==> src/rtl/lsu_align_seq.sv <==
// lsu_align_seq: sequential load/store alignment unit between execute and the
// data-memory port. One request at a time; word-crossing accesses may be split
// into two byte-enabled beats; load results are aligned and sign/zero extended.
module lsu_align_seq #(
    parameter int XLEN             = 32,
    parameter int ADDR_W           = 32,
    parameter bit SPLIT_MISALIGNED = 1'b1
) (
    input  logic              clk,
    input  logic              rst,
    input  logic              req_valid_i,
    output logic              req_ready_o,
    input  logic              req_store_i,
    input  logic [2:0]        req_funct3_i,
    input  logic [ADDR_W-1:0] req_addr_i,
    input  logic [XLEN-1:0]   req_wdata_i,
    input  logic [4:0]        req_rd_i,
    output logic              mem_req_o,
    output logic              mem_we_o,
    output logic [ADDR_W-1:0] mem_addr_o,
    output logic [XLEN/8-1:0] mem_be_o,
    output logic [XLEN-1:0]   mem_wdata_o,
    input  logic              mem_gnt_i,
    input  logic              mem_rvalid_i,
    input  logic [XLEN-1:0]   mem_rdata_i,
    output logic              rsp_valid_o,
    output logic              rsp_err_o,
    output logic              reg_w_ena_o,
    output logic [4:0]        reg_w_addr_o,
    output logic [XLEN-1:0]   reg_w_data_o
);

    localparam int NB = XLEN / 8;
    localparam int OW = $clog2(NB);

    typedef logic [2*NB-1:0]   mask2_t;
    typedef logic [2*XLEN-1:0] data2_t;

    localparam logic [2:0] S_IDLE  = 3'd0;
    localparam logic [2:0] S_REQ0  = 3'd1;
    localparam logic [2:0] S_WAIT0 = 3'd2;
    localparam logic [2:0] S_REQ1  = 3'd3;
    localparam logic [2:0] S_WAIT1 = 3'd4;
    localparam logic [2:0] S_RESP  = 3'd5;

    logic [2:0]        r_state;
    logic              r_store;
    logic [2:0]        r_funct3;
    logic [ADDR_W-1:0] r_addr;
    logic [XLEN-1:0]   r_wdata;
    logic [4:0]        r_rd;
    logic              r_err;
    logic              r_cross;
    logic [XLEN-1:0]   r_rdata0;
    logic [XLEN-1:0]   r_rdata1;

    logic              w_legal;
    logic [4:0]        w_end;
    logic              w_cross;
    logic              w_err;
    mask2_t            w_size_mask;
    mask2_t            w_lane_mask;
    data2_t            w_lane_data;
    logic              w_beat1;
    logic [ADDR_W-1:0] w_beat_addr;
    logic [XLEN-1:0]   w_rd_shift;
    logic              w_sign;
    logic [XLEN-1:0]   w_ext;

    // Legality of the incoming funct3 for the request direction and XLEN.
    always_comb begin
        w_legal = 1'b0;
        case (req_funct3_i)
            3'b000, 3'b001, 3'b010: w_legal = 1'b1;
            3'b011:                 w_legal = (XLEN == 64);
            3'b100, 3'b101:         w_legal = !req_store_i;
            3'b110:                 w_legal = !req_store_i && (XLEN == 64);
            default:                w_legal = 1'b0;
        endcase
    end

    assign w_end   = 5'(req_addr_i[OW-1:0]) + (5'd1 << req_funct3_i[1:0]);
    assign w_cross = (w_end > 5'(NB));
    assign w_err   = !w_legal || (w_cross && !SPLIT_MISALIGNED);

    // Unshifted byte mask for the captured access size.
    always_comb begin
        w_size_mask = '0;
        case (r_funct3[1:0])
            2'b00:   w_size_mask = mask2_t'(8'h01);
            2'b01:   w_size_mask = mask2_t'(8'h03);
            2'b10:   w_size_mask = mask2_t'(8'h0F);
            default: w_size_mask = mask2_t'(8'hFF);
        endcase
    end

    // Shifting into a double-width window yields beat0 in the low half and
    // beat1 (the spill past the lane boundary) in the high half.
    assign w_lane_mask = w_size_mask << r_addr[OW-1:0];
    assign w_lane_data = {{XLEN{1'b0}}, r_wdata} << {r_addr[OW-1:0], 3'b000};
    assign w_beat1     = (r_state == S_REQ1);
    assign w_beat_addr = {r_addr[ADDR_W-1:OW], {OW{1'b0}}}
                       + (w_beat1 ? ADDR_W'(NB) : ADDR_W'(0));

    assign req_ready_o = (r_state == S_IDLE);
    assign mem_req_o   = (r_state == S_REQ0) || (r_state == S_REQ1);
    assign mem_we_o    = mem_req_o && r_store;
    assign mem_addr_o  = mem_req_o ? w_beat_addr : '0;
    assign mem_be_o    = !mem_req_o ? '0 :
                         (w_beat1 ? w_lane_mask[2*NB-1:NB] : w_lane_mask[NB-1:0]);
    assign mem_wdata_o = !mem_req_o ? '0 :
                         (w_beat1 ? w_lane_data[2*XLEN-1:XLEN] : w_lane_data[XLEN-1:0]);

    assign w_rd_shift = XLEN'({r_rdata1, r_rdata0} >> {r_addr[OW-1:0], 3'b000});

    // Sign bit of the loaded value at the access size.
    always_comb begin
        w_sign = 1'b0;
        case (r_funct3[1:0])
            2'b00:   w_sign = w_rd_shift[7];
            2'b01:   w_sign = w_rd_shift[15];
            2'b10:   w_sign = w_rd_shift[31];
            default: w_sign = w_rd_shift[XLEN-1];
        endcase
    end

    // Keep the access-size bytes and fill the rest with sign or zero.
    always_comb begin
        w_ext = '0;
        for (int unsigned i = 0; i < XLEN; i++) begin
            if (i < (32'd8 << r_funct3[1:0])) begin
                w_ext[i] = w_rd_shift[i];
            end else begin
                w_ext[i] = w_sign && !r_funct3[2];
            end
        end
    end

    assign rsp_valid_o  = (r_state == S_RESP);
    assign rsp_err_o    = rsp_valid_o && r_err;
    assign reg_w_ena_o  = rsp_valid_o && !r_store && !r_err && (r_rd != 5'd0);
    assign reg_w_addr_o = reg_w_ena_o ? r_rd : '0;
    assign reg_w_data_o = reg_w_ena_o ? w_ext : '0;

    // Sequencer: capture at accept, issue beats, collect responses, respond.
    always_ff @(posedge clk) begin
        if (rst) begin
            r_state  <= S_IDLE;
            r_store  <= 1'b0;
            r_funct3 <= '0;
            r_addr   <= '0;
            r_wdata  <= '0;
            r_rd     <= '0;
            r_err    <= 1'b0;
            r_cross  <= 1'b0;
            r_rdata0 <= '0;
            r_rdata1 <= '0;
        end else begin
            case (r_state)
                S_IDLE: begin
                    if (req_valid_i) begin
                        r_store  <= req_store_i;
                        r_funct3 <= req_funct3_i;
                        r_addr   <= req_addr_i;
                        r_wdata  <= req_wdata_i;
                        r_rd     <= req_rd_i;
                        r_err    <= w_err;
                        r_cross  <= w_cross;
                        r_state  <= w_err ? S_RESP : S_REQ0;
                    end
                end
                S_REQ0: begin
                    if (mem_gnt_i) r_state <= S_WAIT0;
                end
                S_WAIT0: begin
                    if (mem_rvalid_i) begin
                        r_rdata0 <= mem_rdata_i;
                        r_state  <= r_cross ? S_REQ1 : S_RESP;
                    end
                end
                S_REQ1: begin
                    if (mem_gnt_i) r_state <= S_WAIT1;
                end
                S_WAIT1: begin
                    if (mem_rvalid_i) begin
                        r_rdata1 <= mem_rdata_i;
                        r_state  <= S_RESP;
                    end
                end
                default: r_state <= S_IDLE;
            endcase
        end
    end

endmodule
==> config.mk <==
export PLATFORM = sky130hd
export DESIGN_NAME = lsu_align_seq
export DESIGN_NICKNAME = d
export VERILOG_FILES = /design/src/rtl/lsu_align_seq.sv
export SDC_FILE = /design/constraint.sdc
export NUM_CORES = 1
export LEC_CHECK = 0
export CAP_MARGIN = 10
export CORE_UTILIZATION = 35
export CTS_BUF_LIST = sky130_fd_sc_hd__clkbuf_2 sky130_fd_sc_hd__clkbuf_4 sky130_fd_sc_hd__clkbuf_8
export CTS_CLUSTER_SIZE = 25
export DETAILED_ROUTE_END_ITERATION = 6
export GPL_TIMING_DRIVEN = 0
export SETUP_SLACK_MARGIN = 0.4
export SLEW_MARGIN = 20
export SYNTH_ARGS = -nofsm -noshare
export SYNTH_HDL_FRONTEND = slang
export SYNTH_SLANG_ARGS = --single-unit
==> constraint.sdc <==
create_clock -name clk -period 6 [get_ports clk]
set_clock_uncertainty 0.2 [all_clocks]
set_input_delay 1.2 -clock clk [delete_from_list [all_inputs] [get_ports clk]]
set_output_delay 1.2 -clock clk [all_outputs]
set_load 0.005 [all_outputs]
# == Word-level counts from Yosys, hierarchy flattened ==
# Index checks and enable logic that the tools add are counted.
# W data, S select, Z words.
# word_totals
reg_bits,142
latchBits,0
ramBits,0
rom_bits,0
in_bits,110
output_inout_bits,111
n_memories,0
# classes
addsub,2
multipliers,0
div,0
n_lt_le_gt_ge,33
eq_ne,16
shift,5
n_mux,51
bitwise_logic,0
reduce_logical,22
# op_table
operator,n
$lt A5 B32 Y1 const A,16
$lt A4 B32 Y1 const A,8
$lt A3 B32 Y1 const A,4
$mux W32,4
$lt A1 B32 Y1 const A,2
$lt A2 B32 Y1 const A,2
$shl A32 B5 Y64,1
$shr A64 B5 Y32,1
$add A32 B3 Y32,1
$mux W1,32
$shl A4 B2 Y32 const A,1
$mux W3,8
$pmux W8 S3,1
$pmux W3 S5,1
$eq A3 B3 Y1 const B,4
$ne A2 B2 Y1 const B,5
$eq A3 B2 Y1 const B,3
$mux W4,2
$shl A8 B2 Y8,1
$eq A3 B1 Y1 const B,2
$logic_and A1 B1 Y1,6
$logic_not A3 Y1,2
$reduce_and A2 Y1,3
$add A2 B5 Y5,1
other kinds (13),18

# == Depth between registers and ports, before layout ==
# depth
depth_word,6
depth_mapped,13
depth_no_buf,9

# == Worst setup path before layout ==
# No wires, ideal clock.
# synth_path
path_kind,register to output
from,register r_state[0]
to,output mem_addr_o[25]
arrival_time_ns,2.999
required_time_ns,4.600
slack_ns,1.601
stages_incl_launch_ff,13
path_buffers,3
cell_sequence,dfxtp_1 -> clkbuf_1 -> nand2b_1 -> inv_1 -> clkbuf_1 -> nand2_1 -> inv_1 -> ha_1 -> nand3_2 -> or4_4 -> buf_6 -> or4_1 -> a21oi_1
# synth_lines
item,line_no,text
from (decl),46,logic [2:0] r_state;
from (signal assigned),169,r_state <= w_err ? S_RESP : S_REQ0;
from (signal assigned),178,r_state <= r_cross ? S_REQ1 : S_RESP;
$eq A3 B1 Y1 / $eq A3 B2 Y1 (equally long branches),106,assign mem_req_o = (r_state == S_REQ0) || (r_state == S_REQ1);
$logic_or A1 B1 Y1 (*),106,
net mem_req_o,18,"output logic mem_req_o,"
$mux W32 (*),108,assign mem_addr_o = mem_req_o ? w_beat_addr : '0;
to (decl),20,"output logic [ADDR_W-1:0] mem_addr_o,"
# The timed path passes the listed nets; every way through them passes the cells marked *.

# == Final worst setup path ==
# layout_path
from,register r_state[0]
to,output mem_addr_o[30]
# layout_via
elab_chain_cells,4
# layout_lines
item,line_no,text
$eq A3 B2 Y1,"101, 106",
$mux W3,103,+ (w_beat1 ? ADDR_W'(NB) : ADDR_W'(0));
$add A32 B3 Y32,103,
$mux W32 (*),108,
# Every way passes the cells marked *; elsewhere a longest branch is shown, timed or not.

==> impl_metrics.py <==
metrics = {
    "grt": {
        "grt_max_degree": 17,
        "grt_pass1_vias": 7776,
        "grtUsageTotal_pct": 24.4,
        "antenna_found_initial": 0,
        "overflow": 0,
        "grt_pass1_wl_microns": 41500,
    },
    "timing": {
        "tns_ns": 0,
        "period_share_pct": 89.6,
        "slew_viol_final": 0,
        "setup_violations": 0,
        "rsz0062_at_grt": "no",
        "hold_viol": 0,
        "max_freq_mhz": 186,
        "hold_ws_ns": 0.259,
        "worstMarginPinSlew_ns": 1.03,
        "period_minus_slack_ns": 5.38,
        "slew_headroom_pct": 30.4,
    },
    "pwr": {
        "p_comb_share_pct": 26.7,
        "p_per_area_nw_per_um2": 243,
        "p_seq_share_pct": 40.5,
        "p_leak_uw": 0.00360,
        "ir_drop_mv": 0.139,
        "p_clk_share_pct": 32.8,
        "switching_share_pct": 32.8,
        "switchingPower_uw": 851,
        "p_int_uw": 1750,
    },
    "clock_network": {
        "clock-sinks": 134,
        "worstSkewPairLatency_ns": 0.45,
        "cts_tree": "done",
        "clockBufferDepth": 2,
        "clk_pin_slew_ns": 0.08,
        "root_buffer": "clkbuf_8",
        "htree_levels": 4,
        "cts_inserted_buffers": 17,
    },
    "route": {
        "drt_iter0_drc": 780,
        "wl_per_cell_microns": 17.8,
        "final_antenna_net_count": 0,
        "dr.pass1.iters": 5,
        "drcViolationCount": 0,
        "wl_microns": 27500,
        "via_count": 8235,
        "avgViaCountPerCell": 5.33,
    },
    "die": {
        "rows": 53,
        "dieWidth_microns": 150,
        "die_h_microns": 150,
        "start_util_pct": 36.1,
        "core_area_sq_um": 21300,
        "fp.dieArea_sq_um": 22500,
        "io_pins": 221,
    },
    "synth": {
        "synth_top_family_by_area": "simple AND/OR/NAND/NOR gates",
        "synthTopCellsByArea": "dfxtp_1 35%, nand2_1 15%, a21oi_1 11%, mux4_2 8.2%, mux2i_1 4.3%",
        "syn_inst": 1020,
        "synth_cell_types": 53,
        "netlist_area_sq_um": 7680,
        "synth_compound_area_share_pct": 18.2,
        "synthSimpleGateAreaFrac_pct": 25.2,
        "synth_top_area_share_pct": 34.9,
        "yosysTopAreaCell": "dfxtp_1",
        "async_flop_share_pct": 0,
        "avgSynthCellArea_sq_um": 7.53,
        "ys_warn_count": 0,
        "ys_seq_elements": 134,
        "synth_edf_count": 0,
        "synth_xor_area_share_pct": 1.14,
        "ys_seq_area_share_pct": 34.9,
        "synthFlopType": "dfxtp_1",
        "synthMuxAreaShare_pct": 14.0,
        "synth_fa_ha_area_share_pct": 0.749,
    },
    "min_path": {
        "hold_path.class": "reg2reg",
    },
    "final_layout": {
        "seq_area_sq_um": 2680,
        "drive_above_1_share_pct": 7.32,
        "area_growth_pct": 39.0,
        "multiInputGateArea_sq_um": 4580,
        "nFillCells": 2146,
        "nets": 1371,
        "n_antenna_cell": 0,
        "stdcell_area_sq_um": 10700,
    },
    "place": {
        "place_area_sq_um": 10200,
        "numPortBuffers": 217,
        "gp_congestion": 0.893,
        "hpwl_microns": 21200,
    },
    "critical_path": {
        "crit_required_ns": 4.60,
        "worstPathArrival_ns": 3.98,
        "worstSetupPathType": "reg2out",
        "critPathMaxFanout": 10,
        "end_kind": "output port",
        "cp-start-kind": "register",
    },
    "flow_run": {
        "cap_violations": 0,
    },
    "run_status": {
        "outcome": "completed",
    },
}
-- per-stage QoR --
stage	util, %	std cells	power [uW]	setup WS (ns)
after CTS	50.1	1545	2610	0.455
after floorplan	-	1021	1450	1.60
final	50.2	1545	2600	0.624
after global placement	47.9	1513	1750	0.255
after global routing	50.2	1545	2730	0.401
after detailed placement	47.9	1513	1750	0.273
-- cells in the final DEF (no fill, tap or decap), types with 10 or more instances in the layout --
cell	n
a21oi_1	167
and2_1	11
and3_1	19
clkbuf_1	65
clkbuf_8	20
clkdlybuf4s50_1	217
dfxtp_1	134
inv_1	26
mux2_2	10
mux2i_1	33
mux4_2	28
nand2_1	299
nand3_1	11
nor2_1	46
o21ai_0	18
o31ai_1	11
or4_1	12
-- synthesized netlist by cell type, drive strengths merged (8+ instances only) --
library cell and n:
a21oi 168, a22o 8, a22oi 8, and2 11, and3 19, buf 16, clkbuf 69, dfxtp 134
inv 26, mux2 10, mux2i 33, mux4 28, nand2 300, nand3 13, nand4 8, nor2 46
o21ai 18, o22ai 8, o2bb2ai 8, o31ai 11, or4 13
-- power groups by stage --
| stage | Clock [uW] | Combinational (uW) | Sequential (uW) |
|---|---|---|---|
| global route | 907 | 762 | 1060 |
| detailed placement | 0 | 687 | 1070 |
| floorplan | 0 | 412 | 1040 |
| finish | 853 | 695 | 1050 |
| CTS | 870 | 692 | 1050 |
| global placement | 0 | 683 | 1070 |
-- layout make-up --
cell class              instances  share of cell area [%]
plain buffers                  85                    3.32
well taps                     275                    3.22
multi-input cells             776                    42.9
flip-flops and latches        134                    25.1
repair buffers                217                    20.3
clock buffers                  20                    2.58
inverters                      26                   0.914
clock inverters                12                    1.63
-- registers in the layout (all words and copies together) (netlist names) --
register,flops
r_wdata,32
r_rd,5
r_cross,1
r_rdata0,32
r_rdata1,24
r_err,1
r_store,1
r_state,3
r_addr,32
r_funct3,3
-- timing repair --
| item | in CTS | in global routing |
|---|---|---|
| setup endpoints to repair | 17 | 11 |
| hold buffers | 0 | 0 |
| setup buffers | 0 | 0 |
| hold endpoints to repair | 0 | 0 |
| gates resized for setup | 6 | 7 |
-- routing by layer --
layer | up-vias | share of wire (%) | global-route usage [%]
met2 | 351 | 45 | 39.1
met4 | 0 | 2.4 | 8.84
met3 | 43 | 6.9 | 3.73
met5 | - | 0 | 0
met1 | 3824 | 45 | 33.2
li1 | 4017 | - | -
-- critical path, stage by stage, from the launching register on --
cell             delay, ns
dfxtp_1               0.31
buf_2                 0.20
nand2b_2              0.15
inv_1                 0.15
buf_6                 0.17
nand2_4               0.12
inv_1                 0.11
ha_1                  0.20
nand3_2               0.14
or4_4                 0.62
buf_6                 0.17
or4_1                 0.46
a21oi_1               0.21
clkdlybuf4s50_1       0.53
-- cells by family after synthesis --
family | Yosys count
compound gates | 245
mux | 71
other cells | 1
flops | 134
xor+xnor | 10
simple gates | 444
fa+ha+maj | 4
buf+inv | 111
-- path summary, 6_finish.rpt --
kind,slack (ns),end,cells past startpoint,from
setup / recovery,0.62,mem_addr_o[30],13,r_state[0]$_SDFFE_PP0P_
setup reg to reg,3.30,r_addr[0]$_SDFFE_PP0P_,6,r_addr[0]$_SDFFE_PP0P_
hold / removal,0.26,r_rdata1[17]$_SDFFE_PP0P_,2,r_rdata1[17]$_SDFFE_PP0P_
hold reg to reg,0.26,r_rdata1[17]$_SDFFE_PP0P_,2,r_rdata1[17]$_SDFFE_PP0P_
No activity file was read; power rests on OpenSTA's default activity.
